`config.mk`:
```
export PLATFORM = sky130hd
export DESIGN_NAME = intc_prio
export DESIGN_NICKNAME = d
export VERILOG_FILES = /design/src/rtl/intc_pkg.sv /design/src/rtl/prio_enc.sv /design/src/rtl/intc_prio.sv
export SDC_FILE = /design/constraint.sdc
export NUM_CORES = 1
export LEC_CHECK = 0
export CAP_MARGIN = 15
export CORE_UTILIZATION = 38
export CTS_BUF_LIST = sky130_fd_sc_hd__clkbuf_16
export DETAILED_ROUTE_END_ITERATION = 6
export PLACE_DENSITY = 0.66
export SETUP_SLACK_MARGIN = 0.4
export SLEW_MARGIN = 20
export SYNTH_ARGS = -nofsm -noshare
export SYNTH_HDL_FRONTEND = slang
export SYNTH_SLANG_ARGS = --single-unit
```
`constraint.sdc`:
```
create_clock -name clk -period 2 [get_ports clk]
set_input_delay 0.4 -clock clk [delete_from_list [all_inputs] [get_ports clk]]
set_output_delay 0.4 -clock clk [all_outputs]
set_load 0.01 [all_outputs]
```
`src/rtl/intc_pkg.sv`:
```
// Shared types for the prioritised interrupt controller: FSM state encoding
// and the vector-address helper.
package intc_pkg;

   typedef enum logic [1:0] {
      IDLE = 2'd0,
      REQ  = 2'd1,
      SERV = 2'd2
   } state_t;

   // The caller keeps only the low VEC_W bits, which gives modulo-2^VEC_W wrap.
   function automatic logic [31:0] vec_addr(input logic [31:0] base,
                                            input logic [31:0] stride,
                                            input logic [31:0] idx);
      return base + idx * stride;
   endfunction

endpackage

```
`src/rtl/prio_enc.sv`:
```
// Lowest-index-first priority encoder: vld flags any set request bit, and idx
// is the position of the lowest set bit.
module prio_enc #(
   parameter int N  = 4,
   parameter int IW = 3
) (
   input  logic [N-1:0]  req,
   output logic          vld,
   output logic [IW-1:0] idx
);

   always_comb begin
      vld = 1'b0;
      idx = '0;
      for (int i = N - 1; i >= 0; i--) begin
         if (req[i]) begin
            vld = 1'b1;
            idx = IW'(i);
         end
      end
   end

endmodule

```
`src/rtl/intc_prio.sv`:
```
// Prioritised interrupt controller: edge-captured pending bits, masking,
// fixed-priority grant and in-service tracking. Preemption by a
// higher-priority channel is enabled when INTC_NESTING_EN is defined.
module intc_prio
   import intc_pkg::*;
#(
   parameter int               N_IRQ      = 4,
   parameter int               VEC_W      = 10,
   parameter logic [VEC_W-1:0] VEC_BASE   = 10'b1101100000,
   parameter int               VEC_STRIDE = 8,
   parameter int               ID_W       = $clog2(N_IRQ + 1)
) (
   input  logic             clk,
   input  logic             reset,
   input  logic [N_IRQ-1:0] irq,
   input  logic [N_IRQ-1:0] mask,
   input  logic             e_interrupt,
   input  logic             ack,
   input  logic             iret,
   output logic [ID_W-1:0]  ir_attended,
   output logic [VEC_W-1:0] dir_sal_in,
   output logic [N_IRQ-1:0] in_service
);

`ifdef INTC_NESTING_EN
   localparam bit NEST = 1'b1;
`else
   localparam bit NEST = 1'b0;
`endif

   state_t           state;
   logic [N_IRQ-1:0] irq_q;
   logic [N_IRQ-1:0] pending;
   logic [ID_W-1:0]  gnt;

   logic [N_IRQ-1:0] cand;
   logic             c_vld;
   logic [ID_W-1:0]  c_idx;
   logic             s_vld;
   logic [ID_W-1:0]  s_idx;
   logic [N_IRQ-1:0] gnt_oh;
   logic [N_IRQ-1:0] s_oh;
   logic [N_IRQ-1:0] clr;
   logic [31:0]      vec_full;
   logic             preempt;

   assign cand = pending & mask & {N_IRQ{e_interrupt}};

   prio_enc #(.N(N_IRQ), .IW(ID_W)) u_cand_enc (
      .req (cand),
      .vld (c_vld),
      .idx (c_idx)
   );

   prio_enc #(.N(N_IRQ), .IW(ID_W)) u_serv_enc (
      .req (in_service),
      .vld (s_vld),
      .idx (s_idx)
   );

   assign gnt_oh   = N_IRQ'(1) << gnt;
   assign s_oh     = N_IRQ'(1) << s_idx;
   assign clr      = (state == REQ && ack) ? gnt_oh : '0;
   assign vec_full = vec_addr(32'(VEC_BASE), 32'(VEC_STRIDE), 32'(c_idx));
   // Only a strictly higher-priority channel may interrupt a running handler.
   assign preempt  = NEST && c_vld && (c_idx < s_idx);

   always_ff @(posedge clk or posedge reset) begin
      if (reset) begin
         state       <= IDLE;
         irq_q       <= '0;
         pending     <= '0;
         in_service  <= '0;
         gnt         <= '0;
         ir_attended <= '0;
         dir_sal_in  <= '0;
      end else begin
         irq_q   <= irq;
         // A fresh edge on the channel being acknowledged stays pending.
         pending <= (pending & ~clr) | (irq & ~irq_q);
         case (state)
            IDLE: begin
               if (c_vld) begin
                  state       <= REQ;
                  gnt         <= c_idx;
                  ir_attended <= c_idx + ID_W'(1);
                  dir_sal_in  <= VEC_W'(vec_full);
               end
            end
            REQ: begin
               if (ack) begin
                  state       <= SERV;
                  in_service  <= in_service | gnt_oh;
                  ir_attended <= '0;
                  dir_sal_in  <= '0;
               end else if (!e_interrupt || !(|(mask & gnt_oh))) begin
                  state       <= (NEST && |in_service) ? SERV : IDLE;
                  ir_attended <= '0;
                  dir_sal_in  <= '0;
               end
            end
            SERV: begin
               if (iret && s_vld) begin
                  in_service <= in_service & ~s_oh;
                  state      <= (NEST && |(in_service & ~s_oh)) ? SERV : IDLE;
               end else if (preempt) begin
                  state       <= REQ;
                  gnt         <= c_idx;
                  ir_attended <= c_idx + ID_W'(1);
                  dir_sal_in  <= VEC_W'(vec_full);
               end
            end
            default: state <= IDLE;
         endcase
      end
   end

endmodule

```
==> summary.log, run 1 <==
INFO  outcome        status=finished clean
INFO  timing         period_share=0.783
INFO  clocking       htree_num_levels=1
INFO  drt            route.detailed.wl_per_inst=14.1um
INFO  power_and_ir_drop maximum_vdd_drop=754uV
INFO  logic_synthesis yosys.area_share.simple=0.148
INFO  logic_synthesis yosys.cell_count.top_type=sky130_fd_sc_hd__dfrtp_1
INFO  timing         achievable-frequency=638MHz
INFO  placement      gp_routability_congestion=0.823
INFO  clocking       cts.sink_count=22
INFO  logic_synthesis synth_edf_count=0
INFO  clocking       path_clk_slew=0.06ns
INFO  min_path       hold_class=reg -> reg
INFO  grt            vias_in_the_first_global_route=747
INFO  timing         setup-tns-final=0ns
INFO  drt            vias=787
INFO  run            max_cap_violations=0
INFO  setup_path     path_class=reg -> out
INFO  grt            globalRouteOverflowTotal=0
INFO  logic_synthesis ys_top_cells_by_area=sky130_fd_sc_hd__dfrtp_1, sky130_fd_sc_hd__o21ai_0, sky130_fd_sc_hd__buf_4
INFO  clocking       holdBufCountCts=0
INFO  floorplanning  die_h=54.9um
INFO  logic_synthesis syn_inst=95
INFO  timing         drv_slew=0
INFO  setup_path     setup.worst_path.start_class=register
INFO  logic_synthesis ys_seq_elements=22
INFO  setup_path     cp_data_required_time=1.60ns
INFO  timing         timing.final.setup_violations=0
INFO  logic_synthesis ys_dominant_reg_cell=sky130_fd_sc_hd__dfrtp_1
INFO  drt            ant_nets=0
INFO  setup_path     critical_path.top_delay_family=buffers and inverters
INFO  logic_synthesis synth.area.mux_share=0.0235
INFO  logic_synthesis fraction_of_post_synthesis_cell_area_in_the_top_cell_type_by_area=0.518
INFO  floorplanning  start_util=0.414
INFO  clocking       ctsRootBufferMaster=sky130_fd_sc_hd__clkbuf_16
INFO  drt            drt-vias-per-instance=5.14
INFO  setup_path     critical-path-max-stage-delay=0.54ns
INFO  logic_synthesis synth_compound_area_frac=0.222
INFO  logic_synthesis leading_cell_types_by_count_after_synthesis=sky130_fd_sc_hd__dfrtp_1, sky130_fd_sc_hd__o21ai_0, sky130_fd_sc_hd__nand2_1
INFO  drt            drtIter0Drc=14
INFO  logic_synthesis synth_top_family_by_area=compound AO/OA/AOI/OAI gates
INFO  finish         drive_above_1_share=0.138
INFO  finish         diode_insertion_count_for_antenna_repair=0
INFO  power_and_ir_drop cellInternalPower=1.29mW
INFO  power_and_ir_drop clkPwrFrac=0.218
INFO  grt            initial_antenna_violation_count=0
INFO  clocking       cts.path.max_buffers=2
INFO  floorplanning  placeableCoreArea=2570um^2
INFO  timing         final.setup_skew=0.00468ns
INFO  timing         timing.final.ws_setup=0.433ns
INFO  timing         hold_viol=0
INFO  logic_synthesis seq_area_frac_synth=0.518
INFO  setup_path     crit_chain=clkdlybuf4s50_1
INFO  placement      place_worst_setup_slack=0.0654ns
INFO  finish         area_growth=35.8%
INFO  floorplanning  std_cell_rows=18
INFO  floorplanning  die_area=3010um^2
INFO  clocking       cts_tree=built
INFO  setup_path     critPathSlowestCell=sky130_fd_sc_hd__clkdlybuf4s50_1
INFO  timing         rsz0062_at_grt=true
INFO  setup_path     timing.critical_path.to_type=primary output
INFO  logic_synthesis syn-mean-instance-area=11.2um^2
INFO  floorplanning  io_pins=30
INFO  logic_synthesis netlist-cell-type-count=32
INFO  drt            drc_errors=0
INFO  setup_path     critical_path_buf_inv_count=1
INFO  finish         nFillCells=239
INFO  finish         layout.nets=137
INFO  logic_synthesis synthAdderAreaFrac=0
INFO  power_and_ir_drop pwr-share-seq=0.400
INFO  clocking       clk_latency=0.26ns
INFO  logic_synthesis ys_warn_count=0
INFO  logic_synthesis asyncSetResetFlopFracSynth=1.00
INFO  placement      detailed_place_hpwl=1530um
INFO  power_and_ir_drop power.share.combinational=0.381
INFO  timing         finalWorstPathRequiredPeriod=1.57ns
INFO  clocking       tritoncts.num_buffers=3
INFO  setup_path     crit_fanout=3
INFO  drt            totalWireLength=2160um
INFO  power_and_ir_drop netSwitchingPower=0.650mW
INFO  setup_path     worst-endpoint-arrival=1.17ns
INFO  logic_synthesis post_synth_instance_area=1060um^2
INFO  power_and_ir_drop power.density=1340nW/um^2
INFO  floorplanning  die_w=54.9um
INFO  power_and_ir_drop netSwitchingFraction=0.336
INFO  placement      io_buffer_count=25
INFO  drt            iteration_count_of_the_initial_detailed_routing_pass=4
INFO  logic_synthesis netlist.top_cell.by_area=sky130_fd_sc_hd__dfrtp_1
INFO  power_and_ir_drop static-leakage-power=0.722nW
INFO  grt            wire_length_of_the_first_global_routing_pass=3540um
INFO  logic_synthesis synth_xor_xnor_area_share=0
INFO  grt            pin_count_of_the_biggest_net_entering_global_routing=23
INFO  grt            grt.total_usage=0.175
==> flip-flops by register name, summed over array words and instances (netlist names) <==
name,flops
in_service,4
state,2
ir_attended,3
pending,4
irq_q,4
dir_sal_in,3
gnt,2
==> metal layers <==
| layer | up-vias | track usage | routed length, um |
|---|---|---|---|
| li1 | 386 | - | - |
| met1 | 369 | 0.225 | 976 |
| met2 | 27 | 0.279 | 1030 |
| met3 | 5 | 0.0410 | 114 |
| met4 | 0 | 0.0750 | 39 |
| met5 | - | 0 | 0 |
==> power by group through the flow <==
stage	combinational [mW]	sequential [mW]	clock (mW)
2_1_floorplan	0.455	0.756	0
3_3_place_gp	0.734	0.763	0
3_5_place_dp	0.743	0.766	0
4_1_cts	0.742	0.769	0.427
5_1_grt	0.812	0.802	0.440
6_report	0.739	0.775	0.423
==> cells in the final DEF (no fill, tap or decap), drive strengths merged, types with 4 or more instances in the layout <==
cell type,count
a22o,4
buf,4
clkdlybuf4s50,14
conb,4
dfrtp,22
dlymetal6s2s,8
inv,7
nand2,9
o21ai,12
==> per-stage QoR <==
stage	cell area, um^2	std cells	power [mW]	hold slack, ns	utilization
2_1_floorplan	1070	98	1.21	0.389	-
3_3_place_gp	1320	148	1.50	0.408	0.515
3_5_place_dp	1320	148	1.51	0.426	0.515
4_1_cts	1420	153	1.94	0.434	0.551
5_1_grt	1440	153	2.05	0.449	0.562
6_report	1440	153	1.94	0.424	0.562
==> final timing paths <==
| kind | start | endpoint | slack (ns) | depth (start not counted) |
|---|---|---|---|---|
| min in group asynchronous | reset | irq_q[1]$_DFF_PP0_ | 0.48 | 3 |
| worst min register to register | irq_q[3]$_DFF_PP0_ | pending[3]$_DFF_PP0_ | 0.42 | 1 |
| worst min-delay path | irq_q[3]$_DFF_PP0_ | pending[3]$_DFF_PP0_ | 0.42 | 1 |
| max in group asynchronous | reset | gnt[1]$_DFFE_PP0P_ | 1.28 | 3 |
| worst max-delay path | in_service[2]$_DFFE_PP0P_ | in_service[2] | 0.43 | 1 |
| worst max register to register | gnt[1]$_DFFE_PP0P_ | dir_sal_in[3]$_DFFE_PP0P_ | 0.53 | 4 |
==> kinds of logic after synthesis <==
family          after synthesis
compound gates               28
flops                        22
mux                           2
buf+inv                      15
simple gates                 27
other cells                   1
==> timing repair <==
item | 4_1_cts | 5_1_grt
pin swaps | 0 | 5
gates cloned | 0 | 0
setup buffers | 1 | 0
hold endpoints to repair | 0 | 0
endpoints found under the setup margin | 12 | 12
gates resized for setup | 6 | 11
==> layout make-up <==
cell class,instances,area [um^2],area share
Clock buffer,3,75.1,0.0520
Clock inverter,1,3.75,0.00260
Inverter,7,26.3,0.0182
Multi-Input combinational cell,61,453,0.314
Sequential cell,22,552,0.382
Tap cell,30,37.5,0.0260
Timing Repair Buffer,29,297,0.205
No activity file was read; power rests on OpenSTA's default activity.
==> inputs of run 2 (changes only) <==
PLACE_DENSITY = 0.68   (was 0.66)
clock period = 1.3 ns   (was 2 ns; I/O delays follow)
==> summary.log, run 2 (synthesis results as in run 1) <==
INFO  outcome        failed_checks=negative setup slack
INFO  clocking       holdBufCountCts=0
INFO  power_and_ir_drop netSwitchingPower=1.16mW
INFO  finish         nFillCells=216
INFO  setup_path     path_class=reg -> reg
INFO  finish         reg.largest.list=in_service x4, irq_q x4, pending x4
INFO  power_and_ir_drop maximum_vdd_drop=1790uV
INFO  setup_path     setup.worst_path.start_class=register
INFO  clocking       cts.path.max_buffers=2
INFO  drt            ant_nets=0
INFO  placement      detailed_place_hpwl=1530um
INFO  finish         area_growth=49.3%
INFO  drt            totalWireLength=2350um
INFO  grt            grt.total_usage=0.177
INFO  setup_path     crit_fanout=5
INFO  power_and_ir_drop power.share.combinational=0.482
INFO  floorplanning  die_w=54.9um
INFO  power_and_ir_drop netSwitchingFraction=0.341
INFO  finish         drive_above_1_share=0.430
INFO  setup_path     cp_num_cells=4
INFO  grt            pin_count_of_the_biggest_net_entering_global_routing=23
INFO  placement      io_buffer_count=25
INFO  drt            drt-vias-per-instance=5.00
INFO  power_and_ir_drop totalPowerFinal=3.41mW
INFO  timing         achievable-frequency=723MHz
INFO  clocking       cts_tree=built
INFO  drt            iteration_count_of_the_initial_detailed_routing_pass=4
INFO  finish         post-route-util=0.618
INFO  timing         timing.final.ws_setup=-0.0827ns
INFO  floorplanning  std_cell_rows=18
INFO  floorplanning  die_h=54.9um
INFO  floorplanning  io_pins=30
INFO  run            max_cap_violations=0
INFO  setup_path     critical_path_buf_inv_count=0
INFO  clocking       ctsRootBufferMaster=sky130_fd_sc_hd__clkbuf_16
INFO  clocking       htree_num_levels=1
INFO  finish         final_common_cell=sky130_fd_sc_hd__dfrtp_1
INFO  drt            detailroute.wirelength.met3=94um
INFO  setup_path     regToRegSetupSlack=-0.08ns
INFO  outcome        status=finished with violations
INFO  finish         layout.area.seq=553um^2
INFO  drt            met2RoutedLength=1170um
INFO  setup_path     timing.rr.end=ir_attended[1]$_DFFE_PP0P_
INFO  setup_path     cp_data_required_time=1.44ns
INFO  placement      placedCellCount=155
INFO  setup_path     critical-path-max-stage-delay=0.44ns
INFO  drt            drtIter0Drc=10
INFO  timing         timing.final.setup_violations=6
INFO  grt            wire_length_of_the_first_global_routing_pass=3660um
INFO  grt            vias_in_the_first_global_route=818
INFO  finish         layoutNonFillerInstCount=172
INFO  setup_path     crit_chain=mux2_4 -> a2bb2oi_4 -> a31oi_4 -> a32o_1
INFO  clocking       cts.sink_count=22
INFO  drt            vias=860
INFO  timing         hold_ws=0.340ns
INFO  timing         drv_slew=0
INFO  power_and_ir_drop cellInternalPower=2.25mW
INFO  power_and_ir_drop clkPwrFrac=0.186
INFO  drt            met1_length=1050um
INFO  setup_path     worst-endpoint-arrival=1.53ns
INFO  floorplanning  start_util=0.414
INFO  placement      place_worst_setup_slack=-0.441ns
INFO  timing         rsz0062_at_grt=true
INFO  grt            globalRouteOverflowTotal=0
INFO  finish         leading_cell_types_in_the_layout_fill_and_taps_excluded=sky130_fd_sc_hd__dfrtp_1, sky130_fd_sc_hd__buf_4, sky130_fd_sc_hd__buf_2
INFO  clocking       tritoncts.num_buffers=3
INFO  finish         layout.nets=156
INFO  setup_path     critical_path.reg2reg.startpoint=gnt[1]$_DFFE_PP0P_
INFO  min_path       hold_class=in -> async
INFO  setup_path     critical_path.top_delay_family=compound AO/OA/AOI/OAI gates
INFO  drt            top_layer=met4
INFO  timing         period_share=1.06
INFO  power_and_ir_drop pwr-share-seq=0.332
INFO  floorplanning  die_area=3010um^2
INFO  setup_path     worst-r2r-cell-count=4
INFO  power_and_ir_drop power.density=2150nW/um^2
INFO  finish         multi_input_area=509um^2
INFO  setup_path     critPathSlowestCell=sky130_fd_sc_hd__dfrtp_2
INFO  timing         hold_viol=0
INFO  floorplanning  placeableCoreArea=2570um^2
INFO  timing         finalWorstPathRequiredPeriod=1.38ns
INFO  power_and_ir_drop static-leakage-power=0.778nW
INFO  placement      gp_routability_congestion=0.879
INFO  drt            drc_errors=0
INFO  grt            initial_antenna_violation_count=0
INFO  clocking       path_clk_slew=0.06ns
INFO  finish         diode_insertion_count_for_antenna_repair=0
INFO  timing         final.setup_skew=0.00601ns
INFO  clocking       clk_latency=0.25ns
INFO  drt            route.detailed.wl_per_inst=13.7um
INFO  setup_path     timing.critical_path.to_type=register
run 2: worst register-to-register path: cells and delay by family, from the launching register on:
family,cells,cell delay [ns]
AOI/OAI and AO/OA,3,0.52
DFF,1,0.44
muxes,1,0.32
run 2: final cells by class:
cell class | instances | area share
clock buffers | 3 | 0.0473
clock inverters | 1 | 0.00236
inverters | 7 | 0.0165
multi-input cells | 61 | 0.321
flip-flops and latches | 22 | 0.348
well taps | 30 | 0.0236
repair buffers | 48 | 0.241
run 2: what timing repair did:
item | in CTS | in global routing
endpoints found under the hold margin | 0 | 0
gates resized for setup | 67 | 15
endpoints found under the setup margin | 31 | 31
pin swaps | 14 | 5
setup buffers | 10 | 3
run 2: power by group through the flow:
stage	Sequential (mW)	Clock, mW	Combinational [mW]
after floorplan	1.17	0	0.720
after global placement	1.11	0	1.32
after detailed placement	1.11	0	1.34
after CTS	1.10	0.648	1.45
after global routing	1.17	0.671	1.79
final	1.13	0.633	1.65
run 2: how the worst max path moves through the flow:
stage	slack, ns	end	start
6_report	-0.08	ir_attended[1]$_DFFE_PP0P_	gnt[1]$_DFFE_PP0P_
3_5_place_dp	-0.44	ir_attended[1]$_DFFE_PP0P_	e_interrupt
5_1_grt	-0.14	ir_attended[1]$_DFFE_PP0P_	gnt[1]$_DFFE_PP0P_
2_1_floorplan	-0.07	ir_attended[1]$_DFFE_PP0P_	gnt[1]$_DFFE_PP0P_
3_3_place_gp	-0.39	dir_sal_in[3]$_DFFE_PP0P_	mask[2]
4_1_cts	-0.1	ir_attended[1]$_DFFE_PP0P_	gnt[1]$_DFFE_PP0P_
run 2: through the flow:
| step | setup TNS (ns) | area [um^2] |
|---|---|---|
| after global routing | -0.745 | 1590 |
| after global placement | -4.15 | 1380 |
| after detailed placement | -4.63 | 1380 |
| final | -0.439 | 1590 |
| after floorplan | -0.346 | 1080 |
| after CTS | -0.485 | 1510 |
run 2: routing by layer:
layer / vias to the layer above / global-route usage
li1: 423 / -
met1: 413 / 0.219
met3: 4 / 0.0601
met4: 0 / 0.0417
met2: 20 / 0.297
met5: - / 0
==> inputs of run 3 (changes only) <==
CAP_MARGIN = 20   (was 15)
==> results of run 3 <==
The final DEF is identical to that of run 2; final timing and power are the same.
